[src/rtl/dpd_coef_ctrl.sv]
// dpd_coef_ctrl: double-buffered coefficient bank controller for the 15-tap memory-polynomial DPD
//   clk, reset_b                  clock, async active-low reset
//   wr_valid/wr_ready/wr_addr/wr_i/wr_q  shadow-bank write handshake
//   commit, abort, swap_strobe    load control and datapath sync point
//   coef_i, coef_q                active bank, index k at [k*W +: W]
//   bank_sel, swap_done, err_incomplete, err_addr, swap_cnt, state  status
//   DPD_COEF_READBACK_EN adds rd_en/rd_addr/rd_bank and rd_i/rd_q/rd_valid
module dpd_coef_ctrl #(
  parameter int N_COEF = 15,
  parameter int W = 20,
  parameter int UNITY_IDX = 0,
  parameter int UNITY_VAL = 262144
) (
  input  logic                clk,
  input  logic                reset_b,
  input  logic                wr_valid,
  output logic                wr_ready,
  input  logic [3:0]          wr_addr,
  input  logic [W-1:0]        wr_i,
  input  logic [W-1:0]        wr_q,
  input  logic                commit,
  input  logic                abort,
  input  logic                swap_strobe,
  output logic [N_COEF*W-1:0] coef_i,
  output logic [N_COEF*W-1:0] coef_q,
  output logic                bank_sel,
  output logic                swap_done,
  output logic                err_incomplete,
  output logic                err_addr,
  output logic [7:0]          swap_cnt,
  output logic [1:0]          state
`ifdef DPD_COEF_READBACK_EN
  ,
  input  logic                rd_en,
  input  logic [3:0]          rd_addr,
  input  logic                rd_bank,
  output logic [W-1:0]        rd_i,
  output logic [W-1:0]        rd_q,
  output logic                rd_valid
`endif
);
  typedef enum logic [1:0] {IDLE, LOAD, PEND, SWAP} state_t;
  localparam logic [W-1:0] UNITY_I = W'(UNITY_VAL);
  localparam logic [N_COEF*W-1:0] COEF_RST = {{(N_COEF*W-W){1'b0}}, UNITY_I} << (UNITY_IDX*W);
  state_t st, nxt;
  logic [W-1:0] bi [2][N_COEF];
  logic [W-1:0] bq [2][N_COEF];
  logic [N_COEF-1:0] mask, mask_w, mask_n;
  logic acc, in_rng, wr_ok, wr_bad, loading, full, abort_eff, rej, sh;
  assign state = st;
  assign sh = ~bank_sel;
  always_comb begin
    acc = wr_valid & wr_ready;
    in_rng = {28'd0, wr_addr} < N_COEF;
    wr_ok = acc & in_rng;
    wr_bad = acc & ~in_rng;
    mask_w = wr_ok ? mask | (N_COEF'(1) << wr_addr) : mask;
    full = &mask_w;
    // a write in IDLE moves to LOAD in the same cycle, so a coincident commit is judged as a LOAD commit
    loading = (st == LOAD) | (st == IDLE & acc);
    abort_eff = abort & (st == LOAD | st == PEND);
    nxt = st == SWAP ? IDLE :
          abort_eff ? IDLE :
          st == PEND ? (swap_strobe ? SWAP : PEND) :
          loading ? (commit & full ? PEND : LOAD) : IDLE;
    rej = commit & (st == IDLE | st == LOAD) & ~abort_eff & ~(loading & full);
    mask_n = (st == SWAP | abort_eff) ? '0 : mask_w;
  end
  always_ff @(posedge clk or negedge reset_b)
    if (!reset_b) begin
      st <= IDLE;
      bank_sel <= 1'b0;
      mask <= '0;
      wr_ready <= 1'b0;
      swap_done <= 1'b0;
      err_incomplete <= 1'b0;
      err_addr <= 1'b0;
      swap_cnt <= '0;
      for (int k = 0; k < N_COEF; k++) begin
        bi[0][k] <= '0;
        bi[1][k] <= '0;
        bq[0][k] <= '0;
        bq[1][k] <= '0;
      end
      bi[0][UNITY_IDX] <= UNITY_I;
      coef_i <= COEF_RST;
      coef_q <= '0;
    end else begin
      if (wr_ok) begin
        bi[sh][wr_addr] <= wr_i;
        bq[sh][wr_addr] <= wr_q;
      end
      if (wr_bad) err_addr <= 1'b1;
      st <= nxt;
      mask <= mask_n;
      wr_ready <= nxt == IDLE || nxt == LOAD;
      err_incomplete <= rej;
      swap_done <= st == SWAP;
      if (st == SWAP) begin
        bank_sel <= sh;
        swap_cnt <= swap_cnt + 8'd1;
        for (int k = 0; k < N_COEF; k++) begin
          coef_i[k*W +: W] <= bi[sh][k];
          coef_q[k*W +: W] <= bq[sh][k];
        end
      end
    end
`ifdef DPD_COEF_READBACK_EN
  logic rd_rng, rd_sel;
  assign rd_rng = {28'd0, rd_addr} < N_COEF;
  assign rd_sel = bank_sel ^ rd_bank;
  always_ff @(posedge clk or negedge reset_b)
    if (!reset_b) begin
      rd_valid <= 1'b0;
      rd_i <= '0;
      rd_q <= '0;
    end else begin
      rd_valid <= rd_en;
      if (rd_en) begin
        rd_i <= rd_rng ? bi[rd_sel][rd_addr] : '0;
        rd_q <= rd_rng ? bq[rd_sel][rd_addr] : '0;
      end
    end
`endif
endmodule
[config.mk]
export PLATFORM = sky130hd
export DESIGN_NAME = dpd_coef_ctrl
export DESIGN_NICKNAME = d
export VERILOG_FILES = /design/src/rtl/dpd_coef_ctrl.sv
export SDC_FILE = /design/constraint.sdc
export NUM_CORES = 2
export LEC_CHECK = 0
export CELL_PAD_IN_SITES_DETAIL_PLACEMENT = 1
export CELL_PAD_IN_SITES_GLOBAL_PLACEMENT = 2
export CORE_ASPECT_RATIO = 1.1
export CORE_UTILIZATION = 40
export DETAILED_ROUTE_END_ITERATION = 7
export HOLD_SLACK_MARGIN = 0.08
export PLACE_DENSITY = 0.83
export SYNTH_ARGS = -nofsm -noshare
export SYNTH_HDL_FRONTEND = slang
export SYNTH_SLANG_ARGS = --single-unit
[constraint.sdc]
create_clock -name clk -period 2.6 [get_ports clk]
set_input_delay 0.52 -clock clk [delete_from_list [all_inputs] [get_ports clk]]
set_output_delay 0.52 -clock clk [all_outputs]
set_load 0.05 [all_outputs]
* Word-level counts from Yosys, hierarchy flattened *
Cells that the tools add are included.

word-level totals
  register bits after elaboration = 1830
  output and inout port bits = 615
  logic and storage cells = 128
  bits of input ports = 50

cells by class
  muxes and demuxes = 20
  add/subtract/negate cells = 1
  bitwise operators = 21
  reduce and logical (&&, ||, !) cells = 6
  $lt $le $gt $ge = 5
  shifts and indexed selects = 1
  equality and inequality tests = 4

operator list
  operator                                                  number
  2-to-1 mux 300 bit                                        7
  bitwise mux 600 bit                                       2
  demux 300 bit (select 1 bit)                              1
  demux 20 bit (select 4 bit)                               1
  2-to-1 mux 15 bit                                         2
  2-to-1 mux 20 bit                                         1
  bitwise OR 15 bit                                         1
  AND reduction 15 bit                                      1
  << shifter 1 x 4 -> 15 bit, first input constant          1
  AND 1 bit                                                 10
  2-to-1 mux 2 bit                                          5
  adder 8 x 1 -> 8 bit, second input constant               1
  greater-or-equal comparator 5 bit, second input constant  1
  < comparator 5 x 1 -> 1 bit, second input constant        1
  inverter 4 -> 5 bit                                       1
  == test 2 x 1 -> 1 bit, second input constant             2
  == test 2 bit, second input constant                      2
  logical NOT 2 bit                                         2
  < comparator 4 bit, second input constant                 1
  inverter 1 bit                                            4
  bitwise OR 1 bit                                          4
  greater-or-equal comparator 2 bit, second input constant  1
  logical AND 1 bit                                         2
  < comparator 2 x 1 -> 1 bit, second input constant        1
  3 further kinds                                           3

* Depth between registers and ports, before layout *
  depth in word-level cells = 12
  gate-level depth with buffers = 7
  mapped depth without buffers = 5

* Worst setup path before layout *
Ideal clock, no wire load.

  kind = reg2reg
  start point = register wr_ready
  end point = register bi[40] in the netlist's numbering
  slack = 0.356 ns
  path buffers = 2
  arrival = 2.120 ns
  data required time = 2.475 ns
  library setup time = 0.125 ns
  stages on the path, launching flop included = 6
  clock period less this slack = 2.244 ns
  cell sequence = dfrtp_1 -> clkbuf_1 -> nand4_1 -> nor4_1 -> buf_2 -> mux2_2

on the way
  cells in the longest elaborated chain, start to end = 2

RTL lines
  what                            RTL line  source
  start: declaration              17        output logic wr_ready,
  start signal: assignment        74        wr_ready <= 1'b0;
  start signal: assignment        96        wr_ready <= nxt == IDLE || nxt == LOAD;
  AND 1 bit                       53        acc = wr_valid & wr_ready;
  AND 1 bit                       55        wr_ok = acc & in_rng;
  end signal: indexed assignment  90        bi[sh][wr_addr] <= wr_i;
  end: declaration                46        logic [W-1:0] bi [2][N_COEF];

Every way passes these cells.
A chain may end at the register's enable or synchronous reset.

* Worst setup path in the final report *
  start point = register coef_i[210]
  end point = output port coef_i[210]

RTL lines
  what                              RTL line  source
  start: declaration                24        output logic [N_COEF*W-1:0] coef_i,
  start signal: indexed assignment  103       coef_i[k*W +: W] <= bi[sh][k];

No word-level cell between the ends.

==> run_results.csv <==
group,metric,value,unit
status,outcome,"complete, but fails checks",
status,violations,"DRC",
sta,fin_skew,34.7,ps
worst_setup_path,cpPeakStageDelay,810,ps
placed_design,port_buffers,664,
worst_setup_path,crit_fanout,2,
layout,utilization_of_the_core_after_routing,0.498,
placed_design,detailedPlacementHpwl,145000,µm
sta,rsz0062_at_grt,"false",
cts,ctsLongestPathBuffers,3,
worst_setup_path,r2r-end,"bi[210]$_DFFE_PN0P_",
worst_setup_path,reg2reg_setup_slack,300,ps
global_routing,first_pass_grt_wire_length,328000,µm
synth,synth_top_cells_by_count,"sky130_fd_sc_hd__dfrtp_1 (1828), sky130_fd_sc_hd__mux2_2 (1184), sky130_fd_sc_hd__nor2_1 (643), sky130_fd_sc_hd__mux2i_1 (604), sky130_fd_sc_hd__a21oi_1 (602)",
detailed_routing,route.vias.total,45894,
synth,synth_cell_types,36,
die,design.die.area,185000,µm²
sta,worstMarginPinSlew,1040,ps
worst_setup_path,cp-end-kind,"output port",
worst_setup_path,crit_type,"reg -> out",
synth,syn_inst,5438,
placed_design,placedInstanceArea,84700,µm²
synth,ys.flop_type,"sky130_fd_sc_hd__dfrtp_1",
detailed_routing,drt_pre_antenna_iters,8,
cts,clock_tree_from_tritoncts,"yes",
synth,combined_area_of_all_synthesized_cells,73300,µm²
sta,slew_viol_final,0,
sta,setup_violations,0,
sta,worst_slew_margin_rel,0.307,
layout,finalNetCount,6190,
synth,syn-num-nets,5493,
pwr,power_density,728,nW/µm²
die,floorplan.core_area,182000,µm²
layout,finalInstanceArea,90600,µm²
synth,synthTopCellsByArea,"sky130_fd_sc_hd__dfrtp_1 (62%), sky130_fd_sc_hd__mux2_2 (18%), sky130_fd_sc_hd__mux2i_1 (8.2%), sky130_fd_sc_hd__a21oi_1 (4.1%), sky130_fd_sc_hd__nor2_1 (3.3%)",
sta,fmax,396,MHz
detailed_routing,avgViaCountPerCell,5.27,
worst_hold_path,worst_hold_path_type,"in -> async",
global_routing,globalRouteTotalUtil,0.235,
detailed_routing,wire_per_inst,24.8,µm
die,die_y,451,µm
detailed_routing,ant_nets,0,
worst_setup_path,timing.critical_path.buf_inv,1,
flow_run,max-cap-violations,0,
sta,final_period_minus_worst_setup_slack,2530,ps
detailed_routing,drc_errors_left,84,
sta,final.hold.worst_slack,335,ps
worst_setup_path,start_kind,"register",
placed_design,place_worst_setup_slack,-253,ps
worst_setup_path,worst-r2r-cell-count,5,
layout,flow.area_growth_from_synthesis,23.6,%
global_routing,first_global_vias,50218,
sta,timing.final.ws_setup,71.8,ps
cts,cts_root_buf,"sky130_fd_sc_hd__clkbuf_16",
pwr,fin_total_pwr,65900,µW
synth,ys_seq_area_frac,0.625,
worst_setup_path,critical_path_required,2080,ps
synth,yosys.area.top_type_share,0.624,
global_routing,grt_max_degree,142,
placed_design,gpl.final_weighted_congestion,0.786,
synth,postSynth.asyncResetShare,1.00,
cts,cts_made_buffers,188,
die,placementRows,164,
worst_setup_path,arrival,2010,ps
synth,synth_largest_area_cell,"sky130_fd_sc_hd__dfrtp_1",
detailed_routing,drt_iter0_markers,2520,
layout,share_of_cells_above_drive_strength_1,0.293,
worst_setup_path,path_delay_family,"buffers and inverters",
cts,cts.htree.levels,4,
pwr,ir_worst_vdd,0.667,mV
sta,report.final.hold_viol_count,0,
pwr,cellLeakagePower,0.0437,µW
synth,synth.ff_latch_count,1830,
synth,synth_enable_flop_cells,0,
worst_setup_path,reg2reg_launch_point,"bank_sel$_DFFE_PN0P_",
global_routing,grt_antenna_before_repair,12,
global_routing,globalRoute.totalOverflow,0,
sta,min_period_over_period,0.972,
detailed_routing,drt-total-wl,216000,µm
die,initial_utilization,0.403,
die,die_x_extent,410,µm
synth,yosysWarnings,0,
worst_setup_path,cpMaxStageDelayCell,"sky130_fd_sc_hd__clkdlybuf4s50_1",
synth,syn-mean-instance-area,13.5,µm²
worst_setup_path,worstPathCellList,"clkdlybuf4s50_1",
cts,insertion_delay,840,ps
die,io_pins,665,
synth,synth.most_common_cell,"sky130_fd_sc_hd__dfrtp_1",
cts,clkSlewWorstSetupHoldPaths,60,ps
cts,cts.sink_count,1830,
==> cells by family after synthesis <==
group,count (synthesis),share of synthesized area
flops,1830,0.625
mux,1805,0.267
simple gates,716,0.0384
compound gates,616,0.0425
buf+inv,458,0.0258
xor+xnor,8,0.000956
fa+ha+maj,5,0.000853
==> power by group <==
| part | switching, µW | total [µW] | internal [µW] |
|---|---|---|---|
| clock network | 11600 | 27600 | 16000 |
| logic | 3700 | 6410 | 2710 |
| registers | 1190 | 31900 | 30700 |
==> state kept, by name (all words and copies together) (netlist names), 2 cells and up <==
name      flops
bi          600
bq          600
coef_i      300
coef_q      300
mask         15
swap_cnt      8
state         2
==> area by class of cell <==
cell class / count / area (µm²)
diodes: 11 / 27.5
clock buffers: 287 / 5590
clock inverters: 55 / 773
fillers: 18248 / 91200
inverters: 4 / 15.0
multi-input cells: 3150 / 25800
flip-flops and latches: 1830 / 45800
well taps: 2407 / 3010
repair buffers: 961 / 9590
==> through the flow <==
| step | setup TNS [ps] | std cells |
|---|---|---|
| 6_report | 0 | 8705 |
| 4_1_cts | 0 | 8694 |
| 2_1_floorplan | 0 | 5438 |
| 3_3_place_gp | -22430 | 8348 |
| 5_1_grt | 0 | 8696 |
| 3_5_place_dp | -41210 | 8348 |
==> worst max-delay path by stage <==
stage / start / endpoint / slack [ps] / cells after the start
floorplan: wr_ready$_DFF_PN0_ / bi[40]$_DFFE_PN0P_ / 360 / 5
global placement: wr_addr[3] / wr_ready$_DFF_PN0_ / -200 / 6
detailed placement: wr_addr[2] / bi[80]$_DFFE_PN0P_ / -250 / 7
CTS: coef_q[116]$_DFFE_PN0P_ / coef_q[116] / 0.06 / 1
global route: coef_q[163]$_DFFE_PN0P_ / coef_q[163] / 0.6 / 1
finish: coef_i[210]$_DFFE_PN0P_ / coef_i[210] / 70 / 1
==> routing by layer <==
| layer | global-route usage | wire, µm |
|---|---|---|
| met5 | 0 | 50 |
| met1 | 0.312 | 92900 |
| met3 | 0.0359 | 9190 |
| met4 | 0.0835 | 7190 |
| met2 | 0.392 | 107000 |
==> timing repair <==
| item | 4_1_cts | 5_1_grt |
|---|---|---|
| setup buffers | 3 | 0 |
| hold buffers | 1 | 0 |
| gates cloned | 0 | 0 |
| setup endpoints to repair | 459 | 9 |
| endpoints found under the hold margin | 19 | 0 |
| resized for setup | 459 | 9 |
==> cell usage in the layout, fill, tap and decap left out, types with 108 or more instances in the layout <==
| cell type | n |
|---|---|
| sky130_fd_sc_hd__dfrtp_1 | 1827 |
| sky130_fd_sc_hd__dlygate4sd2_1 | 458 |
| sky130_fd_sc_hd__a21oi_1 | 602 |
| sky130_fd_sc_hd__buf_4 | 192 |
| sky130_fd_sc_hd__clkdlybuf4s50_1 | 167 |
| sky130_fd_sc_hd__clkbuf_16 | 189 |
| sky130_fd_sc_hd__mux2i_1 | 604 |
| sky130_fd_sc_hd__mux2_2 | 1184 |
| sky130_fd_sc_hd__nor2_1 | 643 |
| sky130_fd_sc_hd__buf_12 | 108 |
Power figures use the tool's default switching activity.
